<file path="src/rtl/unified_mem_arbiter.sv">
// unified_mem_arbiter
// Shares one single-port, variable-latency memory between the IF stage and
// the MEM stage. One outstanding access at a time; data wins ties unless IF
// has lost STARVE_LIMIT arbitrations in a row. Completion is signalled by a
// one-cycle ready pulse to the owner, and the global pipeline stall is
// derived from the outstanding requests.
//
// Ports
//   clk, rst              clock, asynchronous active-high reset
//   if_req/if_addr        fetch request (held until if_ready) and byte address
//   if_rdata/if_ready     fetched word and its one-cycle completion pulse
//   d_req/d_we/d_addr     data request (held until d_ready), store flag, address
//   d_wdata/d_be          store data and byte enables
//   d_rdata/d_ready       load data (0 for stores) and completion pulse
//   mem_req               memory strobe, held until mem_ack
//   mem_we/addr/wdata/be  registered access payload
//   mem_ack/mem_rdata     memory completion and read data (same cycle)
//   pipe_stall            combinational stall for the pipeline registers
//   err_spurious_ack      sticky flag: mem_ack seen while no access in flight
module unified_mem_arbiter #(
    parameter int unsigned XLEN         = 32,
    parameter int unsigned STARVE_LIMIT = 3
) (
    input  logic            clk,
    input  logic            rst,
    input  logic            if_req,
    input  logic [XLEN-1:0] if_addr,
    output logic [XLEN-1:0] if_rdata,
    output logic            if_ready,
    input  logic            d_req,
    input  logic            d_we,
    input  logic [XLEN-1:0] d_addr,
    input  logic [XLEN-1:0] d_wdata,
    input  logic [3:0]      d_be,
    output logic [XLEN-1:0] d_rdata,
    output logic            d_ready,
    output logic            mem_req,
    output logic            mem_we,
    output logic [XLEN-1:0] mem_addr,
    output logic [XLEN-1:0] mem_wdata,
    output logic [3:0]      mem_be,
    input  logic            mem_ack,
    input  logic [XLEN-1:0] mem_rdata,
    output logic            pipe_stall,
    output logic            err_spurious_ack
);

    typedef enum logic [1:0] {ST_IDLE, ST_BUSY, ST_RESP} state_t;
    typedef enum logic {OWN_IF, OWN_D} owner_t;

    localparam logic [3:0] LIMIT = 4'(STARVE_LIMIT);

    state_t          r_state;
    owner_t          r_owner;
    logic [3:0]      r_starve_cnt;
    logic            r_mem_req;
    logic            r_mem_we;
    logic [XLEN-1:0] r_mem_addr;
    logic [XLEN-1:0] r_mem_wdata;
    logic [3:0]      r_mem_be;
    logic [XLEN-1:0] r_if_rdata;
    logic [XLEN-1:0] r_d_rdata;
    logic            r_if_ready;
    logic            r_d_ready;
    logic            r_err;

    logic            w_grant_if;

    // IF wins only when alone, or on a tie once it has been starved enough.
    assign w_grant_if = if_req & (~d_req | (r_starve_cnt == LIMIT));

    always_ff @(posedge clk or posedge rst) begin
        if (rst) begin
            r_state      <= ST_IDLE;
            r_owner      <= OWN_IF;
            r_starve_cnt <= '0;
            r_mem_req    <= 1'b0;
            r_mem_we     <= 1'b0;
            r_mem_addr   <= '0;
            r_mem_wdata  <= '0;
            r_mem_be     <= '0;
            r_if_rdata   <= '0;
            r_d_rdata    <= '0;
            r_if_ready   <= 1'b0;
            r_d_ready    <= 1'b0;
            r_err        <= 1'b0;
        end else begin
            // Ready is a single-cycle pulse: only the BUSY->RESP edge sets it.
            r_if_ready <= 1'b0;
            r_d_ready  <= 1'b0;

            if (mem_ack && (r_state != ST_BUSY)) begin
                r_err <= 1'b1;
            end

            case (r_state)
                ST_IDLE: begin
                    if (if_req || d_req) begin
                        r_mem_req <= 1'b1;
                        r_state   <= ST_BUSY;
                        if (w_grant_if) begin
                            r_owner      <= OWN_IF;
                            r_mem_we     <= 1'b0;
                            r_mem_addr   <= if_addr;
                            r_mem_wdata  <= '0;
                            r_mem_be     <= 4'hF;
                            r_starve_cnt <= '0;
                        end else begin
                            r_owner     <= OWN_D;
                            r_mem_we    <= d_we;
                            r_mem_addr  <= d_addr;
                            r_mem_wdata <= d_wdata;
                            r_mem_be    <= d_be;
                            if (if_req && (r_starve_cnt != LIMIT)) begin
                                r_starve_cnt <= r_starve_cnt + 4'd1;
                            end
                        end
                    end
                end
                ST_BUSY: begin
                    if (mem_ack) begin
                        r_mem_req <= 1'b0;
                        r_state   <= ST_RESP;
                        if (r_owner == OWN_IF) begin
                            r_if_rdata <= mem_rdata;
                            r_if_ready <= 1'b1;
                        end else begin
                            r_d_rdata <= r_mem_we ? '0 : mem_rdata;
                            r_d_ready <= 1'b1;
                        end
                    end
                end
                // Back to IDLE unconditionally so a request still held
                // during its ready cycle is not granted a second time.
                ST_RESP: r_state <= ST_IDLE;
                default: r_state <= ST_IDLE;
            endcase
        end
    end

    assign if_rdata         = r_if_rdata;
    assign if_ready         = r_if_ready;
    assign d_rdata          = r_d_rdata;
    assign d_ready          = r_d_ready;
    assign mem_req          = r_mem_req;
    assign mem_we           = r_mem_we;
    assign mem_addr         = r_mem_addr;
    assign mem_wdata        = r_mem_wdata;
    assign mem_be           = r_mem_be;
    assign err_spurious_ack = r_err;

    assign pipe_stall = (if_req & ~r_if_ready) | (d_req & ~r_d_ready);

endmodule

</file>
<file path="config.mk">
export PLATFORM = sky130hd
export DESIGN_NAME = unified_mem_arbiter
export DESIGN_NICKNAME = d
export VERILOG_FILES = /design/src/rtl/unified_mem_arbiter.sv
export SDC_FILE = /design/constraint.sdc
export NUM_CORES = 1
export LEC_CHECK = 0
export CORE_MARGIN = 2
export CORE_UTILIZATION = 55
export CTS_BUF_LIST = sky130_fd_sc_hd__clkbuf_8
export DETAILED_ROUTE_END_ITERATION = 8
export DONT_BUFFER_PORTS = 1
export HOLD_SLACK_MARGIN = 0.02
export PLACE_DENSITY = 0.79
export REMOVE_ABC_BUFFERS = 1
export SLEW_MARGIN = 40
export SYNTH_ARGS = -nofsm -noshare
export SYNTH_HDL_FRONTEND = slang
export SYNTH_SLANG_ARGS = --single-unit
</file>
<file path="constraint.sdc">
create_clock -name clk -period 4.6 [get_ports clk]
set_clock_uncertainty 0.2 [all_clocks]
set_input_delay 0.69 -clock clk [delete_from_list [all_inputs] [get_ports clk]]
set_output_delay 0.69 -clock clk [all_outputs]
set_load 0.01 [all_outputs]
</file>
==> results of run 1 <==
critical path, stage by stage, from the launching register on:
cell and delay, ns:
dfrtp_1 0.43, nor2_4 0.13, buf_6 0.52, nand2_2 0.60
o2bb2ai_1 0.29
through the flow:
| stage | instance area (µm²) | util | worst slack (ns) | setup TNS [ns] |
|---|---|---|---|---|
| after floorplan | 5970 | - | -1.56 | -97.27 |
| after global placement | 6240 | 0.573 | 1.72 | 0 |
| after detailed placement | 6270 | 0.576 | 2.25 | 0 |
| after CTS | 6710 | 0.616 | 2.25 | 0 |
| after global routing | 6710 | 0.616 | 2.10 | 0 |
| final | 6710 | 0.616 | 2.28 | 0 |
cell families after synthesis:
| family | Yosys count | share of synthesized area |
|---|---|---|
| AO/OA/AOI/OAI | 116 | 0.137 |
| adder cells (fa/ha/maj) | 1 | 0.00202 |
| buffers and inverters | 96 | 0.0599 |
| flip-flops | 144 | 0.583 |
| multiplexers | 33 | 0.0601 |
| AND/OR/NAND/NOR | 183 | 0.158 |
registers in the layout, summed over array words and instances (netlist names):
signal	cells
err_spurious_ack	1
r_starve_cnt	4
r_owner	1
if_ready	1
if_rdata	32
mem_wdata	32
mem_req	1
mem_addr	32
mem_we	1
d_rdata	32
d_ready	1
mem_be	4
r_state	2
path summary, 6_finish.rpt:
kind	startpoint	cells after the start	slack, ns	to
max	r_state[0]	4	2.28	mem_wdata[8]
max in group asynchronous	rst	3	2.65	mem_addr[10]
max reg2reg	r_state[0]	4	2.28	mem_wdata[8]
min reg2reg	r_starve_cnt[1]	2	0.33	r_starve_cnt[1]
min in group asynchronous	rst	2	0.62	if_rdata[19]
min	mem_ack	1	0.18	r_state[0]
power groups by stage:
stage / sequential [mW] / clock, mW / combinational (mW)
after CTS: 2.58 / 1.08 / 1.20
after detailed placement: 2.59 / 0 / 1.21
after global placement: 2.58 / 0 / 1.09
final: 2.58 / 1.05 / 1.19
after floorplan: 2.41 / 0 / 0.949
after global routing: 2.65 / 1.13 / 1.34
per-layer routing:
metal  vias up  track usage  wire length, µm
met5         -            0                0
met4         0        0.108              286
met3        29        0.101             1770
met2       255        0.416             7700
met1      2208        0.284             5660
li1       2000            -                -
final cells by class:
type	count	area, µm²
flip-flops and latches	144	3600
inverters	42	163
clock buffers	21	289
clock inverters	10	135
well taps	140	175
multi-input cells	333	2230
fillers	893	4180
repair buffers	11	109
Yosys cell counts, types with 2 or more instances:
cell and count:
dfrtp_1 144, nand3_1 68, inv_1 42, clkbuf_1 39, nand2_1 37, nand2b_1 34
o2bb2ai_1 33, nand4_1 32, o221ai_1 32, o21ai_0 30, mux2_1 29, buf_2 8
buf_1 7, a21oi_1 6, o21ai_1 6, a31oi_1 4, mux2_2 4, nand3b_1 2
nor2_1 2, o22ai_1 2
==> results.md, run 1 <==
* Status: complete, no violations
* Relative slew slack at 0.508
* Initial Util at 0.568
* Worst Path Required at 4.71 ns
* Clk Latency, worst-skew pair at 0.43 ns
* Layout Nets at 688
* Placed insts at 669
* Die Area at 12100 µm²
* GP Congestion at 0.768
* Critical path class: flip-flop to flip-flop
* CP Launch Type: flip-flop
* Netlist cell types at 32
* Post-Synthesis Cells at 573
* CTS buffer count at 17
* Max-cap viol count at 0
* Post-Syn Area per Cell at 10.8 µm²
* GRT overflow at 0
* Number of synthesized flops with an enable pin at 0
* Layout Cells excl Fill at 701
* Vias after detailed routing at 4492
* Via/cell ratio at 6.41
* IO Pins at 276
* Clock root buffer: clkbuf_8
* Worst min path class: primary input to flip-flop
* Post-route ant nets at 0
* RSZ-0062 raised after global routing: no
* NetSw at 1.88 mW
* Gr usage total at 0.250
* CTS sink cnt at 144
* Clock power frac at 0.218
* Clock transition at path regs at 0.08 ns
* Static leakage at 2.93 nW
* CP Data Arrival Time at 2.43 ns
* Switching share of power at 0.390
* Synth Register Bits at 144
* Share of layout cells above drive strength 1 at 0.0945
* Ant. Diodes at 0
* Cts hold-fix bufs at 1
* Synth top area cells: dfrtp_1 (58%), nand3_1 (5.5%), mux2_1 (5.3%)
* PD cells at 719 nW/µm²
* Area leader, netlist: dfrtp_1
* Fraction of registers with async set/reset at 1.00
* Most common cell after layout, fill and taps aside: dfrtp_1
* Syn Std Cell Area at 6180 µm²
* Post_cts resized at 0
* Hold Vio Cnt, Final at 0
* Post-synth top area share at 0.583
* Slew Limit Fails at 0
* Fmax at 431 MHz
* Vias in the first global route at 4482
* Minimum clock period at 2.32 ns
* Most frequent cells in the layout: dfrtp_1 (143), nand3_1 (68), inv_1 (43), nand2_1 (36), nand2b_1 (34)
* Die height at 110 µm
* Ys Warns at 0
* Initial DRC Count at 444
* Hold Slack at 0.176 ns
* Max FO, Critical Path at 104
* Core Footprint at 10900 µm²
* Sequential power share at 0.535
* Peak VDD IR at 399 µV
* Final Setup Violations at 0
* First-pass GRT wire length at 22800 µm
* DRC Markers at 0
* H-tree levels at 4
* Actual slew at the worst max-slew pin at 0.739 ns
* Crit end category: flip-flop
* CTS tree: built
* Longest Clk Path Bufs at 2
* Power share of the combinational group at 0.247
* Final Cycle Share at 0.504
* FP Rows at 38
* Synth Flop Type: dfrtp_1
* Setup Fix Bufs, Post-CTS at 0
* Detailed Route WL at 15400 µm
* Total Power at 4.82 mW
* Largest net degree at the start of global routing at 105
* DRT Pass-1 Iters at 5
* Cell internal pwr at 2.94 mW
* Drt wl/cell at 22.0 µm
* Initial antenna violation count at 0
* Layout Area Growth over Synthesis at 8.54%
* HPWL after DPL at 10700 µm
* Sequential share of the synthesized area at 0.583
* IO buf count at 0
* Die Wd at 110 µm
No activity file was read; power rests on OpenSTA's default activity.
==> inputs of run 2 (changes only) <==
==> constraint.sdc (replaced) <==
create_clock -name clk -period 1.9 [get_ports clk]
set_clock_uncertainty 0.2 [all_clocks]
set_input_delay 0.285 -clock clk [delete_from_list [all_inputs] [get_ports clk]]
set_output_delay 0.285 -clock clk [all_outputs]
set_load 0.01 [all_outputs]
==> results.md, run 2 (synthesized netlist as in run 1, its figures left out) <==
* Crit end category: flip-flop
* Fin area at 8250 µm²
* Hold Vio Cnt, Final at 0
* Worst Reg-to-Reg Cells at 5
* Slew Limit Fails at 0
* Share of layout cells above drive strength 1 at 0.0805
* DRT Pass-1 Iters at 6
* RSZ-0062 raised after global routing: no
* Layout Cells excl Fill at 849
* Layout Nets at 834
* Worst Path Required at 2.02 ns
* Register-to-Register Setup Slack at 0.10 ns
* Placed insts at 675
* Relative slew slack at 0.455
* IO buf count at 0
* CTS buffer count at 17
* Layout Area Growth over Synthesis at 33.6%
* Max-cap viol count at 0
* Final Cycle Share at 0.971
* CP Data Arrival Time at 1.96 ns
* GRT overflow at 0
* Hold path startpoint: if_req
* Initial antenna violation count at 1
* Status: complete, no violations
* Fin worst setup slack at 0.0554 ns
* GP Congestion at 0.770
* Setup crit start: if_req
* Die Wd at 110 µm
* H-tree levels at 4
* Via/cell ratio at 6.25
* Longest Clk Path Bufs at 2
* Final Setup Violations at 0
* Clock transition at path regs at 0.08 ns
* Core Footprint at 10900 µm²
* Core Util, Final at 0.758
* Most common cell after layout, fill and taps aside: dfrtp_1
* Clk Latency, worst-skew pair at 0.44 ns
* DRC Markers at 0
* Hold path depth at 3
* Vias in the first global route at 5638
* FP Rows at 38
* Post-place setup slack at 0.0446 ns
* Clock root buffer: clkbuf_8
* Initial Util at 0.568
* Drt wl/cell at 22.6 µm
* Largest net degree at the start of global routing at 87
* Hold Slack at 0.0576 ns
* Actual slew at the worst max-slew pin at 0.816 ns
* HPWL after DPL at 10300 µm
* Worst min path class: primary input to flip-flop
* R2R Path Start: r_starve_cnt[0]
* IO Pins at 276
* Critical path class: primary input to flip-flop
* GRT met1 Usage at 0.364
* Die Area at 12100 µm²
* Setup tns final at 0 ns
* M3 GR Usage at 0.118
* Static leakage at 3.59 nW
* PD cells at 1490 nW/µm²
* Vias after detailed routing at 5304
* Worst flop-to-flop path endpoint: mem_wdata[12]
* CTS tree: built
* Fmax at 542 MHz
* CP Launch Type: primary input
* Placed Instance Area at 6400 µm²
* Worst Hold Path EP: mem_be[0]
* First-pass GRT wire length at 28700 µm
* Detailed Route WL at 19200 µm
* Busiest grt layer: met2
* Minimum clock period at 1.84 ns
* Gr usage total at 0.317
* Post-route ant nets at 0
* Met2 Usage GRT at 0.526
* Peak VDD IR at 1150 µV
* Total Power at 12.3 mW
* Setup Fix Bufs, Post-CTS at 0
* Most frequent cells in the layout: dfrtp_1 (144), dlygate4sd3_1 (140), nand3_1 (68), inv_1 (45), nand2_1 (37)
* Die height at 110 µm
* Initial DRC Count at 604
* Max FO, Critical Path at 6
* CTS sink cnt at 144
==> run 2: cell types whose count changed in the layout (fill, tap and decap cells not counted), sizes merged <==
cell         previous run  this run
dlygate4sd3             1       140
buf                    10        17
clkinv                  2         4
clkbuf                 21        20
clkinvlp                2         1
diode                   0         1
inv                    45        46
==> run 2: area by class of cell <==
class                   count  area (µm²)
diodes                      1        2.50
clock buffers              20         275
clock inverters            12         144
fillers                   632        2630
inverters                  42         163
multi-input cells         333        2230
flip-flops and latches    144        3600
well taps                 140         175
repair buffers            157        1660
==> run 2: how the worst max path moves through the flow <==
| stage | end | slack (ns) | cells after the start |
|---|---|---|---|
| 2_1_floorplan | mem_wdata[0] | -4.26 | 3 |
| 3_3_place_gp | r_starve_cnt[3] | 0.16 | 4 |
| 3_5_place_dp | mem_addr[27] | 0.04 | 5 |
| 4_1_cts | mem_addr[27] | 0.02 | 5 |
| 5_1_grt | mem_wdata[12] | 0.01 | 5 |
| 6_report | mem_wdata[30] | 0.06 | 5 |
==> run 2: power by group <==
part / switching (mW) / internal [mW] / total [mW]
Combinational: 1.97 / 1.59 / 3.57
Clock: 1.13 / 1.39 / 2.52
Sequential: 1.80 / 4.44 / 6.24
Total: 4.91 / 7.42 / 12.3
==> run 2: per-layer routing <==
layer,wire [µm],vias up,part of all wire
li1,-,2293,-
met2,9550,363,0.50
met4,514,0,0.027
met5,0,-,0
met1,6960,2604,0.36
met3,2190,44,0.11
==> run 2: critical path, cell delays in order <==
cell           delay (ns)
dlygate4sd3_1        0.60
or2_2                0.36
nand3_1              0.10
dlygate4sd3_1        0.55
o2bb2ai_1            0.06
==> run 2: timing repair <==
item | CTS | global route
resized for setup | 0 | 2
hold buffers | 141 | 0
endpoints found under the setup margin | 0 | 37
hold endpoints to repair | 285 | 0
